### src/rtl/approx_pkg.sv
// Shared constants and block-FSM state type for the approximate subtractor stream.
package approx_pkg;
  localparam int WIDTH_DEF = 16;
  localparam logic MODE_WRAP = 1'b0;
  localparam logic MODE_ABS  = 1'b1;

  typedef enum logic [1:0] {
    ST_IDLE,
    ST_ACCUM,
    ST_REPORT
  } blk_state_t;
endpackage

### src/rtl/approx_diff_stage.sv
// First pipeline stage: registers the (WIDTH+1)-bit a-b (MSB = borrow) and the mode bit.
module approx_diff_stage
  import approx_pkg::*;
#(
  parameter int WIDTH = WIDTH_DEF
) (
  input  logic             clk,
  input  logic             rst_n,
  input  logic             i_clear,
  input  logic             i_load,
  input  logic             i_drain,
  input  logic [WIDTH-1:0] i_a,
  input  logic [WIDTH-1:0] i_b,
  input  logic             i_mode,
  output logic             o_vld,
  output logic [WIDTH:0]   o_diff,
  output logic             o_mode
);
  logic             r_vld;
  logic [WIDTH:0]   r_diff;
  logic             r_mode;

  always_ff @(posedge clk or negedge rst_n) begin
    if (!rst_n) begin
      r_vld  <= 1'b0;
      r_diff <= '0;
      r_mode <= MODE_WRAP;
    end else if (i_clear) begin
      r_vld  <= 1'b0;
    end else if (i_load) begin
      r_vld  <= 1'b1;
      r_diff <= {1'b0, i_a} - {1'b0, i_b};
      r_mode <= i_mode;
    end else if (i_drain) begin
      r_vld  <= 1'b0;
    end
  end

  assign o_vld  = r_vld;
  assign o_diff = r_diff;
  assign o_mode = r_mode;
endmodule

### src/rtl/approx_subtractor_stream.sv
// Two-stage streaming subtractor with per-block saturating sum of absolute differences.
module approx_subtractor_stream
  import approx_pkg::*;
#(
  parameter int WIDTH     = WIDTH_DEF,
  parameter int BLOCK_LEN = 64,
  parameter int ACC_W     = 32
) (
  input  logic             clk,
  input  logic             rst_n,
  input  logic             clear,
  input  logic             in_valid,
  output logic             in_ready,
  input  logic [WIDTH-1:0] in_a,
  input  logic [WIDTH-1:0] in_b,
  input  logic             in_mode,
  output logic             out_valid,
  input  logic             out_ready,
  output logic [WIDTH-1:0] out_diff,
  output logic             out_borrow,
  output logic             sad_valid,
  output logic [ACC_W-1:0] sad
);
  localparam int CNT_W = (BLOCK_LEN > 2) ? $clog2(BLOCK_LEN) : 1;
  localparam logic [CNT_W-1:0] LAST = CNT_W'(BLOCK_LEN - 1);

  logic             r_rdy_en;
  logic             w_s1_vld, w_s1_mode, w_s1_move, w_in_xfer, w_out_xfer;
  logic [WIDTH:0]   w_s1_diff;
  logic [WIDTH-1:0] w_low, w_abs;
  logic             w_borrow;

  logic             r_s2_vld, r_borrow;
  logic [WIDTH-1:0] r_diff, r_abs;

  blk_state_t       r_state, w_nxt_state;
  logic [CNT_W-1:0] r_cnt, w_nxt_cnt;
  logic [ACC_W-1:0] r_acc, w_nxt_acc, r_sad, w_nxt_sad, w_sum;
  logic [ACC_W:0]   w_sum_ext;

  assign w_out_xfer = r_s2_vld && out_ready;
  assign w_s1_move  = w_s1_vld && (!r_s2_vld || out_ready);
  assign in_ready   = r_rdy_en && !clear && (!w_s1_vld || w_s1_move);
  assign w_in_xfer  = in_valid && in_ready;

  approx_diff_stage #(.WIDTH(WIDTH)) u_s1 (
    .clk     (clk),
    .rst_n   (rst_n),
    .i_clear (clear),
    .i_load  (w_in_xfer),
    .i_drain (w_s1_move),
    .i_a     (in_a),
    .i_b     (in_b),
    .i_mode  (in_mode),
    .o_vld   (w_s1_vld),
    .o_diff  (w_s1_diff),
    .o_mode  (w_s1_mode)
  );

  assign w_borrow = w_s1_diff[WIDTH];
  assign w_low    = w_s1_diff[WIDTH-1:0];
  assign w_abs    = w_borrow ? ({WIDTH{1'b0}} - w_low) : w_low;

  // Holds off in_ready until the first edge after reset release.
  always_ff @(posedge clk or negedge rst_n) begin
    if (!rst_n) r_rdy_en <= 1'b0;
    else        r_rdy_en <= 1'b1;
  end

  always_ff @(posedge clk or negedge rst_n) begin
    if (!rst_n) begin
      r_s2_vld <= 1'b0;
      r_diff   <= '0;
      r_borrow <= 1'b0;
      r_abs    <= '0;
    end else if (clear) begin
      r_s2_vld <= 1'b0;
    end else if (w_s1_move) begin
      r_s2_vld <= 1'b1;
      r_diff   <= (w_s1_mode == MODE_ABS) ? w_abs : w_low;
      r_borrow <= w_borrow;
      r_abs    <= w_abs;
    end else if (w_out_xfer) begin
      r_s2_vld <= 1'b0;
    end
  end

  assign out_valid  = r_s2_vld;
  assign out_diff   = r_diff;
  assign out_borrow = r_borrow;

  // Accumulator is already zero in REPORT, so the same sum starts the next block.
  assign w_sum_ext = {1'b0, r_acc} + {{(ACC_W + 1 - WIDTH){1'b0}}, r_abs};
  assign w_sum     = w_sum_ext[ACC_W] ? {ACC_W{1'b1}} : w_sum_ext[ACC_W-1:0];

  always_comb begin
    w_nxt_state = r_state;
    w_nxt_cnt   = r_cnt;
    w_nxt_acc   = r_acc;
    w_nxt_sad   = r_sad;
    if (r_state == ST_REPORT) w_nxt_state = ST_IDLE;
    if (w_out_xfer) begin
      if (r_cnt == LAST) begin
        w_nxt_sad   = w_sum;
        w_nxt_acc   = '0;
        w_nxt_cnt   = '0;
        w_nxt_state = ST_REPORT;
      end else begin
        w_nxt_acc   = w_sum;
        w_nxt_cnt   = r_cnt + CNT_W'(1);
        w_nxt_state = ST_ACCUM;
      end
    end
    if (clear) begin
      w_nxt_state = ST_IDLE;
      w_nxt_cnt   = '0;
      w_nxt_acc   = '0;
      w_nxt_sad   = r_sad;
    end
  end

  always_ff @(posedge clk or negedge rst_n) begin
    if (!rst_n) begin
      r_state <= ST_IDLE;
      r_cnt   <= '0;
      r_acc   <= '0;
      r_sad   <= '0;
    end else begin
      r_state <= w_nxt_state;
      r_cnt   <= w_nxt_cnt;
      r_acc   <= w_nxt_acc;
      r_sad   <= w_nxt_sad;
    end
  end

  assign sad_valid = (r_state == ST_REPORT);
  assign sad       = r_sad;
endmodule

### config.mk
export PLATFORM = sky130hd
export DESIGN_NAME = approx_subtractor_stream
export DESIGN_NICKNAME = d
export VERILOG_FILES = /design/src/rtl/approx_pkg.sv /design/src/rtl/approx_diff_stage.sv /design/src/rtl/approx_subtractor_stream.sv
export SDC_FILE = /design/constraint.sdc
export NUM_CORES = 1
export LEC_CHECK = 0
export CAP_MARGIN = 10
export CELL_PAD_IN_SITES_DETAIL_PLACEMENT = 1
export CELL_PAD_IN_SITES_GLOBAL_PLACEMENT = 2
export CORE_MARGIN = 2
export CORE_UTILIZATION = 31
export DETAILED_ROUTE_END_ITERATION = 8
export GPL_TIMING_DRIVEN = 0
export PLACE_DENSITY = 0.81
export SLEW_MARGIN = 20
export SYNTH_ARGS = -nofsm -noshare
export SYNTH_HDL_FRONTEND = slang
export SYNTH_HIERARCHICAL = 1
export SYNTH_SLANG_ARGS = --single-unit
### constraint.sdc
create_clock -name clk -period 2.6 [get_ports clk]
set_input_delay 0.39 -clock clk [delete_from_list [all_inputs] [get_ports clk]]
set_output_delay 0.39 -clock clk [all_outputs]
set_load 0.005 [all_outputs]
==> impl_metrics.csv, run 1 <==
group,metric,value,unit
timing,setup-violations-final,4,
final_layout,fillers,2667,
setup_path,start_kind,"register",
pwr,irDropWorstVdd,430,uV
setup_path,path_buf_inv,1,
setup_path,r2r_start,"out_diff[0]$_DFFE_PN0P_",
clock_tree,cts_tree,"yes",
timing,min_period_over_period,102,%
pwr,p_total,7.11,mW
synth,yosys.area.top_type_share,42.2,%
final_layout,finalInstanceArea,9930,um^2
setup_path,reg2regPathDepth,10,
timing,relSlewSlack,44.9,%
setup_path,path_cells,"ha_4, fa_2, a211oi_2, o21ai_2, o221ai_2, buf_4, a211oi_4, o21ai_4, o41ai_1, a221o_1",
place,detailed_place_hpwl,15900,um
setup_path,critPathMaxFanout,8,
synth,async_flop_share,100,%
status,violations,"setup timing",
timing,max_freq,376,MHz
synth,synth.distinct_cells,75,
grt,grt_util_met3,3.18,%
synth,ys_seq_elements,125,
floorplanning,die_height,159,um
synth,synth-edff-count,0,
route,ant_nets,0,
timing,slew_viol_final,0,
setup_path,path_class,"reg -> reg",
timing,fin_skew,11.3,ps
synth,yosys-top-cells-count,"dfrtp_1 (125), nand2_1 (116), o21ai_0 (103), a21oi_1 (61), nor2_1 (61)",
synth,syn_area_per_cell,8.87,um^2
place,finalWeightedCongestion,0.829,
synth,synth_warnings,6,
synth,synth_top_cell_by_area,"dfrtp_1",
setup_path,crit_slowest_cell,"dfrtp_1",
pwr,power_leakage,4.30,nW
timing,worst_pin_slew,822,ps
clock_tree,cts-buffers-inserted,17,
grt,antenna_found_initial,0,
final_layout,diodes,0,
setup_path,reg2reg_slack,-60,ps
worst_hold_path,hp-class,"in -> async",
route,drtIter0Drc,306,
synth,seq_area_frac_synth,42.2,%
clock_tree,clk_pin_slew,60,ps
route,dr.pass1.iters,4,
setup_path,worst-path-stages,10,
floorplanning,dieArea,25100,um^2
floorplanning,row_count,56,
grt,track_usage,18.7,%
floorplanning,core_area,23500,um^2
grt,grt_pass1_wl,36600,um
synth,syn-instance-count,835,
clock_tree,clk_path_buf_depth,2,
setup_path,timing.rr.end,"r_acc[27]$_DFFE_PN0P_",
route,viasPerCell,5.04,
floorplanning,die_w,159,um
setup_path,required,2910,ps
final_layout,drive_gt1_share,14.4,%
clock_tree,clkLatencyLatePin,430,ps
grt,use_met1,23.1,%
grt,grt_busiest_layer,"met2",
synth,synthFlopType,"dfrtp_1",
place,port_buffers,89,
setup_path,cp_data_arrival_time,2970,ps
timing,fin_ws,-59.9,ps
route,num_vias,6534,
final_layout,nNetsFinal,1038,
pwr,power.density,716,nW/um^2
setup_path,path_delay_family,"compound AO/OA/AOI/OAI gates",
grt,grt_max_degree,96,
timing,grt_setup_unrepaired,"yes",
route,drc,0,
synth,netlist_top_cells_area,"dfrtp_1 (42%), o21ai_0 (7.0%), nand2_1 (5.9%)",
route,drt-total-wl,22000,um
job,drv_cap,0,
final_layout,area_delta_synth_final,34.1,%
timing,final_hold_viol_count,0,
floorplanning,pin_count,90,
clock_tree,cts_num_sinks,125,
timing,min_period,2660,ps
status,status,"finished with violations",
synth,syn-num-nets,909,
synth,yosysMostFrequentCell,"dfrtp_1",
synth,syn_area,7410,um^2
setup_path,cp-end-kind,"register",
grt,use_met2,33.0,%
place,placed_cell_area,8750,um^2
clock_tree,cts.htree.levels,4,
clock_tree,clock-root-buffer,"clkbuf_16",
route,post_drt_wl_per_cell,17.0,um
setup_path,cpPeakStageDelay,410,ps
floorplanning,start_util,31.6,%
grt,grt_pass1_vias,6921,
grt,gr-total-overflow,0,
## routing by layer
layer | part of all wire (%) | vias to the layer above
li1 | - | 3203
met2 | 51 | 107
met3 | 3.4 | 30
met1 | 44 | 3194
met4 | 1.9 | 0
met5 | 0 | -
## area by class of cell
type,instances,area (um^2),share of cell area (%)
multi-input combinational,645,4390,44.2
sequential,125,3130,31.5
timing repair buffer,111,1100,11.1
clock buffer,19,453,4.56
tap,319,399,4.02
buffer,36,193,1.94
clock inverter,13,165,1.66
inverter,28,105,1.06
## cell usage in the layout, fill, tap and decap left out, types with 17 or more instances in the layout
cell type,count
inv_1,26
a21oi_1,53
buf_4,18
clkbuf_1,26
nand2_1,115
nand3_1,18
dfrtp_1,124
ha_1,24
xnor2_1,19
nor2_1,52
xor2_1,38
clkbuf_16,17
a21o_1,20
clkdlybuf4s50_1,88
o21ai_0,85
o21ai_1,17
## how the worst max path moves through the flow
| stage | from | to | slack, ps |
|---|---|---|---|
| floorplan | out_diff[0]$_DFFE_PN0P_ | r_acc[21]$_DFFE_PN0P_ | 3 |
| global placement | rst_n | r_rdy_en$_DFF_PN0_ | -4080 |
| detailed placement | out_diff[0]$_DFFE_PN0P_ | r_acc[21]$_DFFE_PN0P_ | -550 |
| CTS | r_abs[3]$_DFFE_PN0P_ | sad[29]$_DFFE_PN0P_ | 3 |
| global route | out_diff[0]$_DFFE_PN0P_ | r_acc[27]$_DFFE_PN0P_ | -160 |
| finish | out_diff[0]$_DFFE_PN0P_ | r_acc[27]$_DFFE_PN0P_ | -60 |
## power breakdown
group          internal (mW)  switching, mW
sequential              2.25          0.321
combinational          0.979           1.06
clock                   1.56          0.942
total                   4.79           2.33
## cell families (layout without fill, tap and decap cells)
group	after synthesis	count (layout)	share of synthesized area, %
buffers and inverters	65	207	3.53
other	1	1	0.0506
adder cells (fa/ha/maj)	36	36	6.28
flip-flops	125	125	42.2
AND/OR/NAND/NOR	267	267	16.5
multiplexers	6	6	0.828
AO/OA/AOI/OAI	274	274	23.3
XOR/XNOR	61	61	7.21
## repair_timing
action                                  CTS  global route
gates cloned                              2             0
pin swaps                                11            18
endpoints found under the hold margin    30             0
endpoints found under the setup margin   68            71
hold buffers                              1             0
resized for setup                        44            69
buffers inserted                         11            11
## metrics by stage
| stage | worst slack (ps) | utilization (%) | instances | TNS [ps] | hold WS, ps |
|---|---|---|---|---|---|
| final | -59.9 | 42.3 | 1296 | -129 | 412 |
| after global placement | -4080 | 37.1 | 1243 | -533510 | 463 |
| after detailed placement | -554 | 37.3 | 1244 | -23080 | 270 |
| after global routing | -165 | 42.3 | 1296 | -3290 | 445 |
| after CTS | 2.75 | 41.0 | 1289 | 0 | 416 |
| after floorplan | 3.27 | - | 835 | 0 | 94.4 |
## sequential cells by signal (all words and copies together), names as in the netlist
name and cells:
r_acc 32, sad 32, u_s1/o_diff 17, out_diff 16, r_abs 15, r_cnt 6, r_state 2, out_borrow 1
out_valid 1, r_rdy_en 1, u_s1/o_mode 1, u_s1/o_vld 1
No activity file was read; power rests on OpenSTA's default activity.
==> inputs of run 2 (changes only) <==
--- a/config.mk
+++ b/config.mk
@@ -9,10 +9,11 @@
 export CELL_PAD_IN_SITES_DETAIL_PLACEMENT = 1
 export CELL_PAD_IN_SITES_GLOBAL_PLACEMENT = 2
 export CORE_MARGIN = 2
-export CORE_UTILIZATION = 31
+export CORE_UTILIZATION = 30
 export DETAILED_ROUTE_END_ITERATION = 8
 export GPL_TIMING_DRIVEN = 0
-export PLACE_DENSITY = 0.81
+export PLACE_DENSITY = 0.79
+export SETUP_SLACK_MARGIN = 0.15
 export SLEW_MARGIN = 20
 export SYNTH_ARGS = -nofsm -noshare
 export SYNTH_HDL_FRONTEND = slang
==> impl_metrics.csv, run 2 (synthesis gave the netlist of run 1 again) <==
group,metric,value,unit
grt,antenna_found_initial,0,
floorplanning,start_util,30.5,%
pwr,irDropWorstVdd,438,uV
final_layout,diodes,0,
worst_hold_path,hold_start,"out_diff[6]$_DFFE_PN0P_",
final_layout,most-common-layout-cells,"dfrtp_1 (124), nand2_1 (115), clkdlybuf4s50_1 (88)",
route,num_vias,6704,
setup_path,path_cells,"ha_4, fa_2, a211oi_2, o21ai_2, o221ai_4, a211oi_4, o21ai_4, buf_6, buf_6, o21ai_2, a22o_1",
setup_path,cp_data_arrival_time,2870,ps
setup_path,reg2reg_slack,40,ps
clock_tree,cts_num_sinks,125,
route,post_drt_wl_per_cell,17.6,um
clock_tree,cts_tree,"yes",
route,drtIter0Drc,308,
pwr,p_clk_share,34.9,%
pwr,combPwrFrac,30.4,%
setup_path,path_buf_inv,2,
setup_path,path_delay_family,"compound AO/OA/AOI/OAI gates",
final_layout,drive_gt1_share,21.3,%
grt,gr-total-overflow,0,
timing,worst_pin_slew,812,ps
setup_path,cp-end-kind,"register",
timing,setup-violations-final,0,
final_layout,final_common_cell,"dfrtp_1",
status,status,"complete, no violations",
pwr,power_leakage,4.51,nW
final_layout,finalInstanceArea,10500,um^2
setup_path,cpPeakStageDelay,410,ps
setup_path,timing.rr.end,"r_acc[26]$_DFFE_PN0P_",
final_layout,area_delta_synth_final,42.3,%
place,detailed_place_hpwl,16300,um
timing,fin_skew,14.9,ps
route,drt-met1-wl,10200,um
clock_tree,clk_pin_slew,60,ps
grt,grt_pass1_wl,37400,um
floorplanning,die_w,161,um
floorplanning,die_height,161,um
pwr,p_seq_share,34.7,%
setup_path,crit_slowest_cell,"dfrtp_1",
timing,max_freq,390,MHz
setup_path,start_kind,"register",
floorplanning,row_count,57,
grt,grt_max_degree,72,
final_layout,fin_cells,1325,
setup_path,reg2regPathDepth,11,
timing,min_period,2560,ps
grt,grt_pass1_vias,6972,
pwr,p_total,7.43,mW
setup_path,path_class,"reg -> reg",
route,ant_nets,0,
place,finalWeightedCongestion,0.824,
setup_path,cp-startpoint,"out_diff[0]$_DFFE_PN0P_",
floorplanning,core_area,24200,um^2
worst_hold_path,hp-class,"reg -> reg",
route,dr.pass1.iters,4,
pwr,power.density,705,nW/um^2
grt,track_usage,18.1,%
timing,min_period_over_period,98.5,%
setup_path,r2r_start,"out_diff[0]$_DFFE_PN0P_",
timing,fin_ws,39.1,ps
route,drc,0,
route,viasPerCell,5.06,
pwr,netSwitchingFraction,33.3,%
route,wl_met3,798,um
setup_path,required,2910,ps
clock_tree,clock-root-buffer,"clkbuf_16",
route,drt-total-wl,23300,um
floorplanning,dieArea,26000,um^2
timing,grt_setup_unrepaired,"yes",
place,port_buffers,89,
place,placed_cell_area,8780,um^2
clock_tree,cts-buffers-inserted,17,
final_layout,nNetsFinal,1062,
setup_path,critPathMaxFanout,5,
pwr,p_int,4.95,mW
place,placedCellCount,1249,
final_layout,final_util,43.5,%
job,drv_cap,0,
timing,final_hold_viol_count,0,
clock_tree,cts.htree.levels,4,
route,top_layer,"met4",
route,dr_wl_met2,11900,um
timing,tns,0,ps
timing,relSlewSlack,45.8,%
place,dp_slack,-298,ps
floorplanning,pin_count,90,
clock_tree,clk_path_buf_depth,2,
clock_tree,clkLatencyLatePin,420,ps
timing,whs,480,ps
pwr,power_switching,2.48,mW
timing,slew_viol_final,0,
worst_hold_path,hold_depth,2,
worst_hold_path,min_to,"out_diff[6]$_DFFE_PN0P_",
## run 2: cell types whose count changed in the layout (fill, tap and decap cells not counted), sizes merged
cell,before,now
inv,29,32
clkinv,5,2
buf,31,55
clkbuf,46,44
clkinvlp,4,5
bufinv,3,4
## run 2: how the worst max path moves through the flow
stage / cells past startpoint / slack [ps] / to
after global routing: 11 / -90 / sad[28]$_DFFE_PN0P_
after detailed placement: 9 / -300 / sad[24]$_DFFE_PN0P_
after global placement: 1 / -4150 / u_s1/o_diff[13]$_DFFE_PN0P_
after floorplan: 10 / 180 / r_acc[21]$_DFFE_PN0P_
after CTS: 10 / -5 / r_acc[21]$_DFFE_PN0P_
final: 11 / 40 / r_acc[26]$_DFFE_PN0P_
## run 2: worst min-delay path, stage by stage (launching register included)
cell     delay, ps
dfrtp_1        340
nand2_1         50
o21ai_0         60
## run 2: final cells by class
| type | instances | area (um^2) |
|---|---|---|
| multi-input combinational | 645 | 4740 |
| sequential | 125 | 3130 |
| timing repair buffer | 134 | 1330 |
| clock inverter | 15 | 210 |
| inverter | 28 | 108 |
| clock buffer | 17 | 425 |
| tap | 324 | 405 |
| fill | 2799 | 13700 |
| buffer | 37 | 198 |
## run 2: power groups by stage
stage	Sequential [mW]	Combinational, mW	Clock, mW
2_1_floorplan	2.49	1.12	0
6_report	2.58	2.26	2.59
4_1_cts	2.57	2.14	2.63
3_5_place_dp	2.58	1.81	0
3_3_place_gp	2.56	1.78	0
5_1_grt	2.62	2.50	2.73
## run 2: layer usage
layer	vias to the layer above	GRT usage, %
met4	0	4.71
met3	24	3.72
met1	3306	22.5
li1	3262	-
met5	-	0
met2	112	32.1
## run 2: timing repair
action | in CTS | in global routing
resized for setup | 131 | 63
endpoints found under the hold margin | 54 | 0
pin swaps | 43 | 22
setup endpoints to repair | 74 | 75
hold buffers | 1 | 0
setup buffers | 22 | 18
cloned | 3 | 0
